===== src/rtl/icache_refill_ctrl.sv =====
// Instruction-cache refill controller: initiator side of a dual-channel miss
// interface. Each fetch pipe owns one request channel. On a lookup miss the
// channel raises missN/missedPC until the responder returns validN with a
// line, then the line is written into the cache through a single shared fill
// port. The missing pipe is stalled for the whole refill.
//
// Ports
//   clk, reset                     clock, synchronous active-high reset
//   fetch_reqN, fetch_pcN, hitN    pipe N lookup valid, PC, cache hit
//   missN, missedPC / missedPC2    channel N request and word-aligned PC
//   validN, instr8 / instr8_2      channel N response valid and line
//   fill_we, fill_pc, fill_data    registered cache line write port
//   stall1, stall2                 hold pipe N fetch
//   timeout_err                    sticky, set when any request is aborted
module icache_refill_ctrl #(
   parameter int unsigned LINE_WORDS = 3,
   parameter int unsigned TIMEOUT    = 64
) (
   input  logic                       clk,
   input  logic                       reset,
   input  logic                       fetch_req1,
   input  logic [31:0]                fetch_pc1,
   input  logic                       hit1,
   input  logic                       fetch_req2,
   input  logic [31:0]                fetch_pc2,
   input  logic                       hit2,
   output logic                       miss1,
   output logic [31:0]                missedPC,
   input  logic                       valid1,
   input  logic [LINE_WORDS*32-1:0]   instr8,
   output logic                       miss2,
   output logic [31:0]                missedPC2,
   input  logic                       valid2,
   input  logic [LINE_WORDS*32-1:0]   instr8_2,
   output logic                       fill_we,
   output logic [31:0]                fill_pc,
   output logic [LINE_WORDS*32-1:0]   fill_data,
   output logic                       stall1,
   output logic                       stall2,
   output logic                       timeout_err
);

   localparam int unsigned LW = LINE_WORDS * 32;
   localparam int unsigned CW = (TIMEOUT > 1) ? $clog2(TIMEOUT) : 1;
   // The two low PC bits select a byte within a word and never matter here.
   localparam logic [31:0] PC_MASK = 32'hFFFF_FFFC;

   // StShadow is only used by channel 2 when it piggybacks on channel 1.
   typedef enum logic [2:0] {
      StIdle,
      StReq,
      StWaitFill,
      StDrain,
      StShadow
   } ch_state_e;

   ch_state_e         st1, st2;
   logic [CW-1:0]     cnt1, cnt2;
   logic              fill_owner;    // 0: current fill belongs to channel 1
   logic              buf_valid;
   logic [31:0]       buf_pc;
   logic [LW-1:0]     buf_data;

   logic lookup_miss1, lookup_miss2;
   logic capture1, capture2;
   logic expire1, expire2;
   logic start1, merge2;
   logic wrote1, wrote2;
   logic release1;

   always_comb begin
      lookup_miss1 = fetch_req1 & ~hit1;
      lookup_miss2 = fetch_req2 & ~hit2;
      capture1     = (st1 == StReq) & valid1;
      capture2     = (st2 == StReq) & valid2;
      expire1      = (st1 == StReq) & ~valid1 & (cnt1 == CW'(TIMEOUT - 1));
      expire2      = (st2 == StReq) & ~valid2 & (cnt2 == CW'(TIMEOUT - 1));
      start1       = (st1 == StIdle) & lookup_miss1;
      // Pipe 2 rides on channel 1 when the same line is already (or just now)
      // being requested; pipe 1 never rides on channel 2.
      merge2       = (st2 == StIdle) & lookup_miss2 &
                     ((((st1 == StReq) & ~expire1) &
                       ((fetch_pc2 & PC_MASK) == missedPC)) |
                      (start1 & ((fetch_pc2 & PC_MASK) == (fetch_pc1 & PC_MASK))));
      wrote1       = fill_we & ~fill_owner;
      wrote2       = fill_we & fill_owner;
      // Channel 1 returns to idle at the next edge.
      release1     = (st1 == StDrain) | expire1 | (st1 == StIdle);
   end

   // Stall is combinational only while idle so a miss holds the pipe at once.
   always_comb begin
      stall1 = (st1 == StIdle) ? lookup_miss1 : 1'b1;
      stall2 = (st2 == StIdle) ? lookup_miss2 : 1'b1;
   end

   always_ff @(posedge clk) begin
      if (reset) begin
         st1         <= StIdle;
         st2         <= StIdle;
         cnt1        <= '0;
         cnt2        <= '0;
         miss1       <= 1'b0;
         miss2       <= 1'b0;
         missedPC    <= '0;
         missedPC2   <= '0;
         fill_we     <= 1'b0;
         fill_pc     <= '0;
         fill_data   <= '0;
         fill_owner  <= 1'b0;
         buf_valid   <= 1'b0;
         buf_pc      <= '0;
         buf_data    <= '0;
         timeout_err <= 1'b0;
      end else begin
         // Channel 1
         unique case (st1)
            StIdle: begin
               if (lookup_miss1) begin
                  st1      <= StReq;
                  miss1    <= 1'b1;
                  missedPC <= fetch_pc1 & PC_MASK;
               end
            end
            StReq: begin
               if (valid1) begin
                  st1   <= StWaitFill;
                  miss1 <= 1'b0;
                  cnt1  <= '0;
               end else if (expire1) begin
                  st1         <= StIdle;
                  miss1       <= 1'b0;
                  cnt1        <= '0;
                  timeout_err <= 1'b1;
               end else begin
                  cnt1 <= cnt1 + CW'(1);
               end
            end
            StWaitFill: if (wrote1) st1 <= StDrain;
            StDrain:    st1 <= StIdle;
            default:    st1 <= StIdle;
         endcase

         // Channel 2
         unique case (st2)
            StIdle: begin
               if (merge2) begin
                  st2 <= StShadow;
               end else if (lookup_miss2) begin
                  st2       <= StReq;
                  miss2     <= 1'b1;
                  missedPC2 <= fetch_pc2 & PC_MASK;
               end
            end
            StReq: begin
               if (valid2) begin
                  st2   <= StWaitFill;
                  miss2 <= 1'b0;
                  cnt2  <= '0;
               end else if (expire2) begin
                  st2         <= StIdle;
                  miss2       <= 1'b0;
                  cnt2        <= '0;
                  timeout_err <= 1'b1;
               end else begin
                  cnt2 <= cnt2 + CW'(1);
               end
            end
            StWaitFill: if (wrote2) st2 <= StDrain;
            StDrain:    st2 <= StIdle;
            StShadow:   if (release1) st2 <= StIdle;
            default:    st2 <= StIdle;
         endcase

         // Fill port. The buffer is only filled when both channels capture on
         // the same edge; both are then waiting, so nothing competes with it.
         if (buf_valid) begin
            fill_we    <= 1'b1;
            fill_pc    <= buf_pc;
            fill_data  <= buf_data;
            fill_owner <= 1'b1;
            buf_valid  <= 1'b0;
         end else if (capture1) begin
            fill_we    <= 1'b1;
            fill_pc    <= missedPC;
            fill_data  <= instr8;
            fill_owner <= 1'b0;
            if (capture2) begin
               buf_valid <= 1'b1;
               buf_pc    <= missedPC2;
               buf_data  <= instr8_2;
            end
         end else if (capture2) begin
            fill_we    <= 1'b1;
            fill_pc    <= missedPC2;
            fill_data  <= instr8_2;
            fill_owner <= 1'b1;
         end else begin
            fill_we <= 1'b0;
         end
      end
   end

endmodule


===== config.mk =====
export PLATFORM = sky130hd
export DESIGN_NAME = icache_refill_ctrl
export DESIGN_NICKNAME = d
export VERILOG_FILES = /design/src/rtl/icache_refill_ctrl.sv
export SDC_FILE = /design/constraint.sdc
export NUM_CORES = 1
export LEC_CHECK = 0
export CAP_MARGIN = 20
export CORE_AREA = 2 2 181 183
export CTS_CLUSTER_SIZE = 10
export DETAILED_ROUTE_END_ITERATION = 7
export DIE_AREA = 0 0 183 185
export HOLD_SLACK_MARGIN = 0.06
export PLACE_DENSITY_LB_ADDON = 0.1
export SLEW_MARGIN = 20
export SYNTH_ARGS = -nofsm -noshare
export SYNTH_HDL_FRONTEND = slang
export SYNTH_SLANG_ARGS = --single-unit

===== constraint.sdc =====
create_clock -name clk -period 5.7 [get_ports clk]
set_input_delay 1.71 -clock clk [delete_from_list [all_inputs] [get_ports clk]]
set_output_delay 1.71 -clock clk [all_outputs]
set_load 0.02 [all_outputs]

==> metrics.md, run 1 <==
| Metric | Value |
|---|---|
| R2R cell count | 5 |
| Outcome | finished, final reports clean |
| Worst-path fanout max | 2 |
| Area of the multi-input gates | 0.00788 mm² |
| #FFs+latches synth | 335 |
| Ys flop type | dfxtp_1 |
| Final Skew | 0.0166 ns |
| Area growth, synth to finish | 37.4% |
| Startpoint types | input port |
| DR vias | 14953 |
| CP max-delay cell | clkdlybuf4s50_1 |
| Max Buffers Root-to-Sink | 3 |
| Pleak | 7.86 nW |
| Number of setup buffers added after CTS | 0 |
| Clk_lat worst skew | 0.51 ns |
| Mapped Area | 0.0152 mm² |
| Final period utilization | 85.7% |
| RR Startpoint | buf_valid |
| CP Class | in2out |
| Die area | 0.0339 mm² |
| Final setup fails | 0 |
| Total power divided by cell area | 276 mW/mm² |
| CTS clock-pin slew for the worst setup and hold paths | 0.05 ns |
| GRT Util Overall | 28.8% |
| Filler cells | 2806 |
| XOR/XNOR Fraction of Synth Area | 3.46% |
| Starting Density | 47.4% |
| DRT Pass-1 Iters | 5 |
| Clk root buf | clkbuf_16 |
| Height of the die | 185 µm |
| Register Area | 0.00671 mm² |
| Final slew viol count | 0 |
| Die width | 183 µm |
| Dpl hpwl | 33800 µm |
| Reg-to-reg slack, setup | 2.82 ns |
| FF-to-FF End | fill_pc[15] |
| IO Port Bufs | 451 |
| Worst Path Required | 3.99 ns |
| Adder-Cell Fraction of Synth Area | 0.165% |
| Cell family with most CP delay | buffers and inverters |
| Initial antenna violation count | 6 |
| Crit path to | stall1 |
| Post-Syn Instances | 2012 |
| Routed WL per cell | 18.4 µm |
| Routability cong. | 0.864 |
| Share of cells above drive strength 1 | 2.95% |
| Via/cell ratio | 5.37 |
| Post-cts gate resize count | 0 |
| Total gr overflow | 0 |
| Total power draw | 5.75 mW |
| Hold WC Path Type | reg2reg |
| Clock sink total | 335 |
| WL final | 51300 µm |
| Synth cell types | 46 |
| Pin count of the biggest net entering global routing | 160 |
| First-pass GRT wire length | 78200 µm |
| Max Freq | 205 MHz |
| Number of synthesized flops with an enable pin | 0 |
| Worst path bufs/invs | 2 |
| H-tree depth | 2 |
| CP Depth | 4 |
| Ports | 462 |
| Synth Area in Simple Gates | 22.4% |
| Max Cap Viol | 0 |
| Vias in the first global route | 14226 |
| Register area share after synthesis | 44.2% |
| Final hold vios | 0 |
| RSZ-0062 raised after global routing | no |
| Core area | 0.0320 mm² |
| # nets final | 2635 |
| Post-CTS Hold Fix Bufs | 0 |
| Worst-case vdd ir drop | 0.173 mV |
| CTS tree | built |
| Detail Route Antenna Nets | 0 |
| Fin crit period | 4.89 ns |
| CP Cell Sequence | clkdlybuf4s50_1 -> nor2b_1 -> or3_1 -> clkdlybuf4s50_1 |
| DRC | 0 |
| Worst Tran Pin Value | 1.09 ns |
| Average cell area after synthesis | 7.55 µm² |
| Slowest stage delay, CP | 0.56 ns |
| Detailed Route Iter0 Violations | 1161 |
| Cts bufs inserted | 39 |
| Asr flop ratio synth | 0% |
| Row Count | 66 |
| Post-route setup TNS | 0 ns |
| Slew margin rel. | 27.1% |
| Crit path from | fetch_req1 |
| Largest family of logic cells by synthesized area | simple AND/OR/NAND/NOR gates |
| Synth Warn # | 0 |
| CP endpoint kind | output port |
| Post-synthesis mux area share | 10.5% |
| Worst path most repeated cell | clkdlybuf4s50_1 |
| Post-synthesis compound-gate area fraction | 15.0% |
| CP arrival | 3.18 ns |
Yosys cell counts (2+ instances only):
| cell type | count | area (µm²) |
|---|---|---|
| nand2_1 | 761 | 2860 |
| dfxtp_1 | 335 | 6710 |
| a21oi_1 | 298 | 1490 |
| mux2i_1 | 158 | 1580 |
| o21ai_0 | 132 | 661 |
| clkbuf_1 | 116 | 435 |
| xor2_1 | 58 | 508 |
| buf_1 | 23 | 86.3 |
| nor4_1 | 17 | 106 |
| nor2_1 | 15 | 56.3 |
| nor3_1 | 10 | 50.1 |
| buf_2 | 8 | 40.0 |
| nand4_1 | 8 | 50.1 |
| buf_4 | 6 | 45.0 |
| nand2b_1 | 6 | 37.5 |
| nand3b_1 | 6 | 45.0 |
| nor2b_1 | 6 | 37.5 |
| and2_1 | 5 | 31.3 |
| and3_1 | 5 | 31.3 |
| buf_6 | 3 | 33.8 |
| or3_1 | 3 | 18.8 |
| a211oi_1 | 2 | 15.0 |
| a311oi_1 | 2 | 17.5 |
| a31oi_1 | 2 | 12.5 |
| ha_1 | 2 | 25.0 |
| inv_1 | 2 | 7.51 |
| nor3b_1 | 2 | 15.0 |
| nor4b_1 | 2 | 17.5 |
| xnor2_1 | 2 | 17.5 |
layout make-up:
| type | instances | area share [%] |
|---|---|---|
| flip-flops and latches | 335 | 32.2 |
| clock buffers | 47 | 5.03 |
| inverters | 3 | 0.0540 |
| multi-input cells | 1523 | 37.8 |
| well taps | 408 | 2.45 |
| diodes | 4 | 0.0480 |
| repair buffers | 467 | 22.5 |
report_power, final:
group | total (mW) | switching (mW) | internal (mW)
registers | 2.51 | 0.0725 | 2.44
clock network | 2.18 | 0.911 | 1.27
logic | 1.06 | 0.573 | 0.488
registers in the layout, summed over array words and instances (netlist names):
signal,cells
st2,3
cnt2,6
miss2,1
fill_data,96
missedPC,30
cnt1,6
fill_pc,30
fill_we,1
missedPC2,30
buf_valid,1
timeout_err,1
buf_data,96
fill_owner,1
st1,2
miss1,1
buf_pc,30
worst min-delay path, stage by stage (launching register included):
cell,delay (ns)
dfxtp_1,0.30
nand2_1,0.05
a21oi_1,0.05
per-layer routing:
layer	wire, µm	global-route usage (%)
met5	10	0
met3	4490	8.06
met2	24400	48.6
met1	20500	35.2
met4	1830	10.5
cells by family (layout without fill, tap and decap cells):
family / after synthesis / after routing
AND/OR/NAND/NOR: 852 / 852
AO/OA/AOI/OAI: 444 / 444
flip-flops: 335 / 335
multiplexers: 159 / 159
buffers and inverters: 159 / 517
XOR/XNOR: 60 / 60
adder cells (fa/ha/maj): 2 / 2
other: 1 / 10
through the flow:
step	util, %	setup WS [ns]	hold WS [ns]	cell area, µm²	cells
3_3_place_gp	61.8	0.821	0.438	19800	2736
5_1_grt	65.1	0.788	0.463	20900	2787
6_report	65.1	0.814	0.446	20900	2787
4_1_cts	65.1	0.812	0.450	20900	2783
2_1_floorplan	-	1.76	0.437	15200	2017
3_5_place_dp	61.8	0.809	0.444	19800	2736
cell usage in the layout, fill, tap and decap left out, drive strengths merged, types with 2 or more instances in the layout:
master,n
ha,2
nor3,10
nor2b,6
and3,5
nand2b,6
dfxtp,335
nor4b,2
a31oi,2
a21oi,298
nand3b,6
nor4,18
diode,4
and2,5
o21ai,132
clkbuf,47
a211oi,2
buf,17
inv,3
conb,6
nand4,8
nand2,761
xnor2,2
clkdlybuf4s50,450
xor2,58
mux2i,158
nor2,15
or3,3
nor3b,2
a311oi,2
how the worst min path moves through the flow:
| stage | startpoint | to | slack (ns) | cells after the start |
|---|---|---|---|---|
| 2_1_floorplan | buf_data[0] | buf_data[0] | 0.44 | 2 |
| 3_3_place_gp | fill_data[39] | fill_data[39] | 0.44 | 2 |
| 3_5_place_dp | fill_data[68] | fill_data[68] | 0.44 | 2 |
| 4_1_cts | fill_pc[31] | fill_pc[31] | 0.45 | 2 |
| 5_1_grt | fill_data[43] | fill_data[43] | 0.46 | 2 |
| 6_report | fill_pc[31] | fill_pc[31] | 0.45 | 2 |
Power figures use the tool's default switching activity.
==> run 2: changes to the inputs <==
- TNS_END_PERCENT: default -> 1
==> results of run 2 <==
Final layout, timing and power as in run 1 (identical DEF).
